[src/rtl/timer_pkg.sv]
// Shared definitions for the interval timer: bus map, TCON bit layout and reset values.
package timer_pkg;

    localparam logic [31:0] ADDR_TH   = 32'h4000_0000;
    localparam logic [31:0] ADDR_TL   = 32'h4000_0004;
    localparam logic [31:0] ADDR_TCON = 32'h4000_0008;

    localparam int TCON_EN = 0;
    localparam int TCON_IE = 1;
    localparam int TCON_ST = 2;
    localparam int TCON_OS = 3;

    localparam logic [31:0] TH_RESET   = 32'h0000_0000;
    localparam logic [31:0] TL_RESET   = 32'h0000_0000;
    localparam logic [3:0]  TCON_RESET = 4'b0000;

    // Overflow is recognised on the all-ones value, not on a carry out.
    localparam logic [31:0] TL_MAX = 32'hFFFF_FFFF;

    typedef enum logic [1:0] {
        SEL_NONE,
        SEL_TH,
        SEL_TL,
        SEL_TCON
    } reg_sel_e;

    function automatic reg_sel_e decode_addr(input logic [31:0] addr);
        reg_sel_e sel;
        case (addr)
            ADDR_TH:   sel = SEL_TH;
            ADDR_TL:   sel = SEL_TL;
            ADDR_TCON: sel = SEL_TCON;
            default:   sel = SEL_NONE;
        endcase
        return sel;
    endfunction

endpackage

[src/rtl/tick_prescaler.sv]
// Clock-enable generator: one-cycle tick every PRESCALE cycles while en is high.
module tick_prescaler
    import timer_pkg::*;
#(
    parameter logic [15:0] PRESCALE = 16'd5
) (
    input  logic clk,
    input  logic reset,
    input  logic en,
    output logic tick
);

    logic [15:0] count;
    logic        at_end;

    assign at_end = (count == PRESCALE - 16'd1);

    // Counter parks at 0 whenever disabled so a re-enable always starts a full period.
    always_ff @(posedge clk) begin
        if (reset) begin
            count <= '0;
        end else if (!en || at_end) begin
            count <= '0;
        end else begin
            count <= count + 16'd1;
        end
    end

    assign tick = en & at_end;

endmodule

[src/rtl/timer_ctrl.sv]
// Memory-mapped interval timer: TH reload, TL up-counter and TCON control/status.
module timer_ctrl
    import timer_pkg::*;
#(
    parameter logic [15:0] PRESCALE = 16'd5
) (
    input  logic        clk,
    input  logic        reset,
    input  logic        mem_write,
    input  logic        mem_read,
    input  logic [31:0] addr,
    input  logic [31:0] wdata,
    output logic [31:0] rdata,
    output logic        tick,
    output logic        irq
);

    logic [31:0] th;
    logic [31:0] tl;
    logic [3:0]  tcon;
    logic [31:0] th_next;
    logic [31:0] tl_next;
    logic [3:0]  tcon_next;

    reg_sel_e sel;
    logic     wr_th;
    logic     wr_tl;
    logic     wr_tcon;
    logic     overflow;

    tick_prescaler #(
        .PRESCALE(PRESCALE)
    ) u_prescaler (
        .clk  (clk),
        .reset(reset),
        .en   (tcon[TCON_EN]),
        .tick (tick)
    );

    assign sel      = decode_addr(addr);
    assign wr_th    = mem_write && (sel == SEL_TH);
    assign wr_tl    = mem_write && (sel == SEL_TL);
    assign wr_tcon  = mem_write && (sel == SEL_TCON);
    assign overflow = tick && (tl == TL_MAX);

    // Later assignments win: CPU TL write beats the count, overflow ST set beats a W1C clear.
    always_comb begin
        th_next   = th;
        tl_next   = tl;
        tcon_next = tcon;

        if (wr_th) begin
            th_next = wdata;
        end

        if (tick) begin
            tl_next = overflow ? th : tl + 32'd1;
        end
        if (wr_tl) begin
            tl_next = wdata;
        end

        if (wr_tcon) begin
            tcon_next[TCON_EN] = wdata[TCON_EN];
            tcon_next[TCON_IE] = wdata[TCON_IE];
            tcon_next[TCON_OS] = wdata[TCON_OS];
            if (wdata[TCON_ST]) begin
                tcon_next[TCON_ST] = 1'b0;
            end
        end

        if (overflow) begin
            if (tcon[TCON_IE]) begin
                tcon_next[TCON_ST] = 1'b1;
            end
            if (tcon[TCON_OS]) begin
                tcon_next[TCON_EN] = 1'b0;
            end
        end
    end

    always_ff @(posedge clk) begin
        if (reset) begin
            th   <= TH_RESET;
            tl   <= TL_RESET;
            tcon <= TCON_RESET;
        end else begin
            th   <= th_next;
            tl   <= tl_next;
            tcon <= tcon_next;
        end
    end

    // Reads show the pre-update register value and are zero unless strobed at a mapped address.
    always_comb begin
        rdata = 32'h0000_0000;
        if (mem_read) begin
            case (sel)
                SEL_TH:   rdata = th;
                SEL_TL:   rdata = tl;
                SEL_TCON: rdata = {28'h000_0000, tcon};
                default:  rdata = 32'h0000_0000;
            endcase
        end
    end

    assign irq = tcon[TCON_ST];

endmodule

[config.mk]
export PLATFORM = sky130hd
export DESIGN_NAME = timer_ctrl
export DESIGN_NICKNAME = d
export VERILOG_FILES = /design/src/rtl/timer_pkg.sv /design/src/rtl/tick_prescaler.sv /design/src/rtl/timer_ctrl.sv
export SDC_FILE = /design/constraint.sdc
export NUM_CORES = 1
export LEC_CHECK = 0
export BUFFER_PORTS_ARGS = -buffer_cell sky130_fd_sc_hd__buf_2
export CORE_MARGIN = 2
export CORE_UTILIZATION = 50
export DETAILED_ROUTE_END_ITERATION = 16
export HOLD_SLACK_MARGIN = 0.1
export PLACE_DENSITY = 0.74
export SLEW_MARGIN = 20
export SYNTH_ARGS = -nofsm -noshare
export SYNTH_HDL_FRONTEND = slang
export SYNTH_HIERARCHICAL = 1
export SYNTH_SLANG_ARGS = --single-unit
[constraint.sdc]
create_clock -name clk -period 2.2 [get_ports clk]
set_input_delay 0.22 -clock clk [delete_from_list [all_inputs] [get_ports clk]]
set_output_delay 0.22 -clock clk [all_outputs]
set_load 0.03 [all_outputs]
==> flow_metrics.py, run 1 <==
metrics = {
    "run_status": {
        "violations": "setup timing",
        "status": "finished with violations",
    },
    "logic_synthesis": {
        "synth_fa_ha_area_share_pct": 0.748,
        "synthMuxAreaShare_pct": 9.02,
        "yosysTopAreaCell": "dfxtp_1",
        "synthTopCellsByCount": "86 x nor2_1, 84 x dfxtp_1, 44 x nand2_1, 43 x mux2i_1, 38 x a21oi_1",
        "yosys_warnings": 6,
        "ys_types": 64,
        "synth_edf_count": 0,
        "yosysSeqAreaShare_pct": 33.5,
        "postSynthCellCount": 615,
        "synth_seq_cells": 84,
        "async_flop_share_pct": 0,
        "synth_top_family_by_area": "simple AND/OR/NAND/NOR gates",
        "synth_compound_area_share_pct": 18.0,
        "yosys.area_share.simple_pct": 29.8,
        "synth_area_mm2": 0.00502,
        "synthFlopType": "dfxtp_1",
        "yosysMostFrequentCell": "nor2_1",
        "synth_area_leaders": "dfxtp_1 33%, mux2i_1 8.6%, nor2_1 6.4%",
        "synth.top_cell.area_share_pct": 33.5,
        "synth.avg_cell_area_um2": 8.16,
        "syn_nets": 686,
        "synth_xor_area_share_pct": 3.66,
    },
    "cells_and_area": {
        "nNetsFinal": 842,
        "drive_gt1_share_pct": 38.5,
        "insertedDiodeCount": 0,
        "instances_no_fill": 909,
        "fill_cells": 759,
        "areaGrowthSynthToFinish_pct": 36.7,
        "fin_util_pct": 70.2,
    },
    "drt": {
        "drtPass1Iterations": 6,
        "totalWireLength_mm": 16.4,
        "wl_per_cell_um": 18.0,
        "final_antenna_net_count": 0,
        "drc": 0,
        "first_iter_violations": 521,
        "num_vias": 5482,
        "vias_per_cell": 6.03,
    },
    "power_and_ir_drop": {
        "ir_worst_vdd_mv": 0.318,
        "p_total_uw": 2820,
        "power_density_mw_per_mm2": 411,
        "p_leak_uw": 0.00254,
    },
    "floorplanning": {
        "io_pins": 102,
        "die_w_um": 104,
        "coreArea_mm2": 0.00977,
        "initial_core_util_pct": 51.4,
        "die_area_mm2": 0.0109,
        "num_rows": 36,
        "die_height_um": 104,
    },
    "sta": {
        "setup_slack_ps": -139,
        "slew_violations": 0,
        "period_minus_slack_ps": 2340,
        "fin_setup_tns_ps": -2140,
        "fmax_mhz": 428,
        "max-slew-margin-rel_pct": 58.1,
        "timing.final.crit_share_pct": 106,
        "hold_viol_final": 0,
        "grt_setup_unrepaired": "true",
        "setup_violations": 26,
        "tightest_slew_ps": 629,
        "fin_skew_ps": 7.72,
    },
    "global_route": {
        "grt_pass1_vias": 5212,
        "grt_antenna_before_repair": 0,
        "grt_max_degree": 42,
        "grt_first_pass_wirelength_mm": 25.2,
        "overflow": 0,
        "grt_usage_pct": 28.2,
    },
    "setup_path": {
        "crit_type": "flop to flop",
        "worstPathMaxFanout": 6,
        "worst_setup_path_end_kind": "flop",
        "worstPathArrival_ps": 2630,
        "required_ps": 2490,
        "crit_path_start_kind": "flop",
    },
    "hold_path": {
        "hold_class": "input port to flop",
    },
    "clock_network": {
        "clock-sinks": 84,
        "path_clk_slew_ps": 80,
        "htreeDepth": 3,
        "clockRootBuffer": "clkbuf_8",
        "clkLatencyLatePin_ps": 370,
        "numCtsBuffers": 9,
        "ctsLongestPathBuffers": 2,
        "cts_tree": "done",
    },
    "placed_design": {
        "port_buffers": 101,
        "place_congestion": 0.946,
        "dp.final_hpwl_mm": 10.4,
        "dp_cells": 878,
    },
    "job": {
        "maxCapViolations": 0,
    },
}
[area by class of cell]
type | count | area (µm²) | area share, %
flip-flops and latches | 84 | 1680 | 24.5
well taps | 133 | 166 | 2.43
inverters | 10 | 37.5 | 0.547
multi-input cells | 477 | 3410 | 49.7
repair buffers | 189 | 1360 | 19.8
clock buffers | 13 | 159 | 2.32
clock inverters | 3 | 45.0 | 0.656
[cells by family (layout without fill, tap and decap cells)]
family	count (synthesis)	in the layout
multiplexers	45	45
adder cells (fa/ha/maj)	3	3
flip-flops	84	84
AO/OA/AOI/OAI	131	131
buffers and inverters	54	215
XOR/XNOR	21	21
AND/OR/NAND/NOR	277	277
[metal layers]
metal,vias up,GRT usage (%),routed length (µm)
met5,-,0,0
met4,0,8.69,323
li1,2546,-,-
met2,267,47.7,8180
met3,32,5.33,1240
met1,2637,36.3,6610
[critical path, stage by stage, from the launching register on]
cell and delay, ps:
dfxtp_2 330, inv_2 40, ha_1 120, nor4b_2 170, nand4_1 210, nor2_4 150
nand4_1 150, nor3_2 210, and3_4 230, buf_6 130, buf_4 110, nand2_2 40
a211o_1 240, a21oi_1 130
[state kept, by name (all words and copies together), names as in the netlist]
name / count
th: 32
tcon: 4
u_prescaler/count: 16
tl: 32
[path summary, 6_finish.rpt]
| path | startpoint | to | slack, ps | depth (start not counted) |
|---|---|---|---|---|
| setup / recovery | u_prescaler/count[0] | tl[2] | -140 | 13 |
| hold reg to reg | tcon[3] | tcon[0] | 480 | 1 |
| setup reg to reg | u_prescaler/count[0] | tl[2] | -140 | 13 |
| hold / removal | wdata[15] | th[15] | 100 | 3 |
[repair_timing]
action | CTS | global route
gates resized for setup | 36 | 45
setup endpoints to repair | 35 | 63
cloned | 0 | 3
endpoints found under the hold margin | 1 | 0
pin swaps | 34 | 28
setup buffers | 5 | 8
hold buffers | 1 | 0
[cell usage in the layout (no fill, tap or decap), types with 5 or more instances in the layout]
cell type	count
buf_4	69
buf_2	96
buf_6	9
dfxtp_1	83
nand3_1	21
o211ai_1	5
nand2_2	5
a211o_1	9
mux2i_1	43
nor2_4	5
nand2_1	41
o21ai_0	6
a22oi_1	29
buf_12	6
xnor2_1	10
inv_1	9
nor2b_1	10
or3_1	9
clkbuf_8	11
nor2b_2	20
nand4_1	16
xor2_1	11
a211oi_1	5
a21oi_1	27
and3_1	11
nor2_1	82
a211oi_2	6
nor3_1	10
a21oi_2	13
[report_power, final]
group | leakage [µW] | switching, µW | internal [µW]
Sequential | 0.000677 | 0.000000651 | 1520
Clock | 0.0000959 | 574 | 588
Combinational | 0.00177 | 77.1 | 64.9
[per-stage QoR]
stage	hold slack [ps]	cell area (µm²)	setup slack (ps)
6_report	98.6	6860	-139
5_1_grt	101	6860	-300
4_1_cts	101	6540	-142
3_5_place_dp	467	6150	-282
3_3_place_gp	453	6150	-218
2_1_floorplan	356	5090	-310
Power figures use the tool's default switching activity.
==> run 2: changes to the inputs <==
--- a/config.mk
+++ b/config.mk
@@ -7,10 +7,10 @@
 export LEC_CHECK = 0
 export BUFFER_PORTS_ARGS = -buffer_cell sky130_fd_sc_hd__buf_2
 export CORE_MARGIN = 2
-export CORE_UTILIZATION = 50
+export CORE_UTILIZATION = 56
 export DETAILED_ROUTE_END_ITERATION = 16
 export HOLD_SLACK_MARGIN = 0.1
-export PLACE_DENSITY = 0.74
+export PLACE_DENSITY = 0.78
 export SLEW_MARGIN = 20
 export SYNTH_ARGS = -nofsm -noshare
 export SYNTH_HDL_FRONTEND = slang
==> constraint.sdc (replaced) <==
create_clock -name clk -period 2.4 [get_ports clk]
set_input_delay 0.24 -clock clk [delete_from_list [all_inputs] [get_ports clk]]
set_output_delay 0.24 -clock clk [all_outputs]
set_load 0.03 [all_outputs]
==> run 2 against run 1 <==
Compared with the run above: the flow still finishes with violations (setup timing); sequential power is 9% lower; via count is 6.2% lower; sequential cell count stayed put; wire length is 13% lower; clock skew is 1.6 ps higher; cell count is 7.2% lower; setup slack better by 71 ps; non-clock buffer count is 40 lower; cell area is 10% lower; critical endpoint is now tl[14]; largest cell class unchanged; highest routed layer unchanged.
==> flow_metrics.py, run 2 (synthesized netlist as in run 1, its figures left out) <==
metrics = {
    "run_status": {
        "status": "finished with violations",
        "violations": "setup timing",
    },
    "drt": {
        "drc": 0,
        "drtPass1Iterations": 5,
        "num_vias": 5140,
        "final_antenna_net_count": 0,
        "totalWireLength_mm": 14.2,
        "wl_per_cell_um": 16.9,
        "vias_per_cell": 6.09,
        "first_iter_violations": 394,
    },
    "global_route": {
        "overflow": 0,
        "grt-busiest-layer": "met2",
        "grt_pass1_vias": 4853,
        "grt_antenna_before_repair": 0,
        "grt_first_pass_wirelength_mm": 23.2,
        "globalRouteMet1Util_pct": 37.5,
        "grt_usage_pct": 29.0,
        "grt_max_degree": 42,
        "use_met3_pct": 4.26,
        "grt_use_met2_pct": 48.9,
    },
    "placed_design": {
        "place_congestion": 0.910,
        "port_buffers": 101,
        "dp.final_hpwl_mm": 9.81,
    },
    "clock_network": {
        "cts_tree": "done",
        "numCtsBuffers": 9,
        "ctsLongestPathBuffers": 2,
        "htreeDepth": 3,
        "clockRootBuffer": "clkbuf_8",
        "path_clk_slew_ps": 90,
        "clkLatencyLatePin_ps": 370,
        "clock-sinks": 84,
    },
    "sta": {
        "fin_skew_ps": 9.28,
        "max-slew-margin-rel_pct": 56.6,
        "slew_violations": 0,
        "whs_ps": 122,
        "hold_viol_final": 0,
        "period_minus_slack_ps": 2470,
        "grt_setup_unrepaired": "true",
        "tightest_slew_ps": 648,
        "setup_violations": 10,
        "fmax_mhz": 405,
        "setup_slack_ps": -68.1,
        "fin_setup_tns_ps": -422,
        "timing.final.crit_share_pct": 103,
    },
    "floorplanning": {
        "io_pins": 102,
        "die_area_mm2": 0.00974,
        "coreArea_mm2": 0.00872,
        "num_rows": 34,
        "initial_core_util_pct": 57.6,
        "die_height_um": 98.7,
        "die_w_um": 98.7,
    },
    "setup_path": {
        "path_cells": "inv_2, ha_2, nor4b_4, nand4_1, nor2_4, nand4_1, nor3_2, and3_4, buf_4, a21oi_1, or3_1, a21oi_2",
        "crit_top_cell": "nand4_1",
        "worst_setup_path_end_kind": "flop",
        "worstPathMaxFanout": 3,
        "worstPathArrival_ps": 2770,
        "crit_path_start_kind": "flop",
        "cp_slowest_cell": "dfxtp_2",
        "crit_path_max_incr_delay_ps": 330,
        "crit_type": "flop to flop",
        "required_ps": 2700,
        "r2r_cells": 12,
    },
    "cells_and_area": {
        "areaGrowthSynthToFinish_pct": 23.0,
        "layout_common_cells": "101 x buf_2, 83 x nor2_1, 82 x dfxtp_1",
        "final_common_cell": "buf_2",
        "top_regs": "th: 32 flops, tl: 32 flops, u_prescaler/count: 16 flops",
        "seqCellArea_mm2": 0.00168,
        "multi_input_area_mm2": 0.00320,
        "fill_cells": 711,
        "fin_util_pct": 70.8,
        "drive_gt1_share_pct": 29.1,
        "nNetsFinal": 802,
        "insertedDiodeCount": 0,
    },
    "power_and_ir_drop": {
        "p_leak_uw": 0.00227,
        "power_density_mw_per_mm2": 410,
        "ir_worst_vdd_mv": 0.295,
    },
    "hold_path": {
        "hold_class": "input port to flop",
        "min_path_cells": 3,
    },
    "job": {
        "maxCapViolations": 0,
    },
}
run 2: changes by cell type in the layout (fill, tap and decap cells not counted), sizes merged:
cell,before,now
buf,182,149
clkbuf,19,11
clkinvlp,2,3
dlygate4sd3,1,0
inv,10,11
run 2: critical path, delay by kind of cell, from the launching register on:
family,cells,cell delay [ps]
AO/OA/AOI/OAI,2,210
adder cells (fa/ha/maj),1,160
buffers and inverters,2,170
flip-flops,1,330
AND/OR/NAND/NOR,7,1520
run 2: stage by stage:
stage                     instances  instance area (µm²)  setup slack [ps]  total power [µW]
after detailed placement        825                 5830             -30.1              1540
final                           844                 6170             -68.1              2530
after global placement          825                 5830              23.6              1540
after global routing            844                 6170              -219              2610
after CTS                       842                 6040            -0.925              2540
after floorplan                 615                 5030              -111              1470
run 2: worst paths after layout:
kind / from / slack (ps) / end
worst max register to register: u_prescaler/count[1] / -70 / tl[14]
worst min register to register: tcon[3] / 500 / tcon[0]
worst max-delay path: u_prescaler/count[1] / -70 / tl[14]
worst min-delay path: wdata[26] / 120 / tl[26]
run 2: cell type report:
cell class                 count  share of cell area [%]
multi-input combinational    477                    51.8
clock buffer                  11                    2.13
clock inverter                 5                   0.993
timing repair buffer         149                    15.0
sequential                    84                    27.3
tap                          108                    2.19
inverter                      10                   0.608
run 2: routing by layer:
layer | vias to the layer above | routed length (µm)
li1 | 2458 | -
met1 | 2439 | 5930
met2 | 210 | 7030
met3 | 33 | 934
met4 | 0 | 333
met5 | - | 0
run 2: what timing repair did:
item,4_1_cts,5_1_grt
buffers inserted,1,2
resized for setup,3,30
endpoints found under the setup margin,11,39
hold buffers,0,0
pin swaps,0,28
run 2: where the power goes:
part	leakage [µW]	internal, µW	switching, µW
Combinational	0.00151	54.2	65.5
Sequential	0.000677	1390	0.000000529
Clock	0.0000862	485	535
Total	0.00227	1930	601
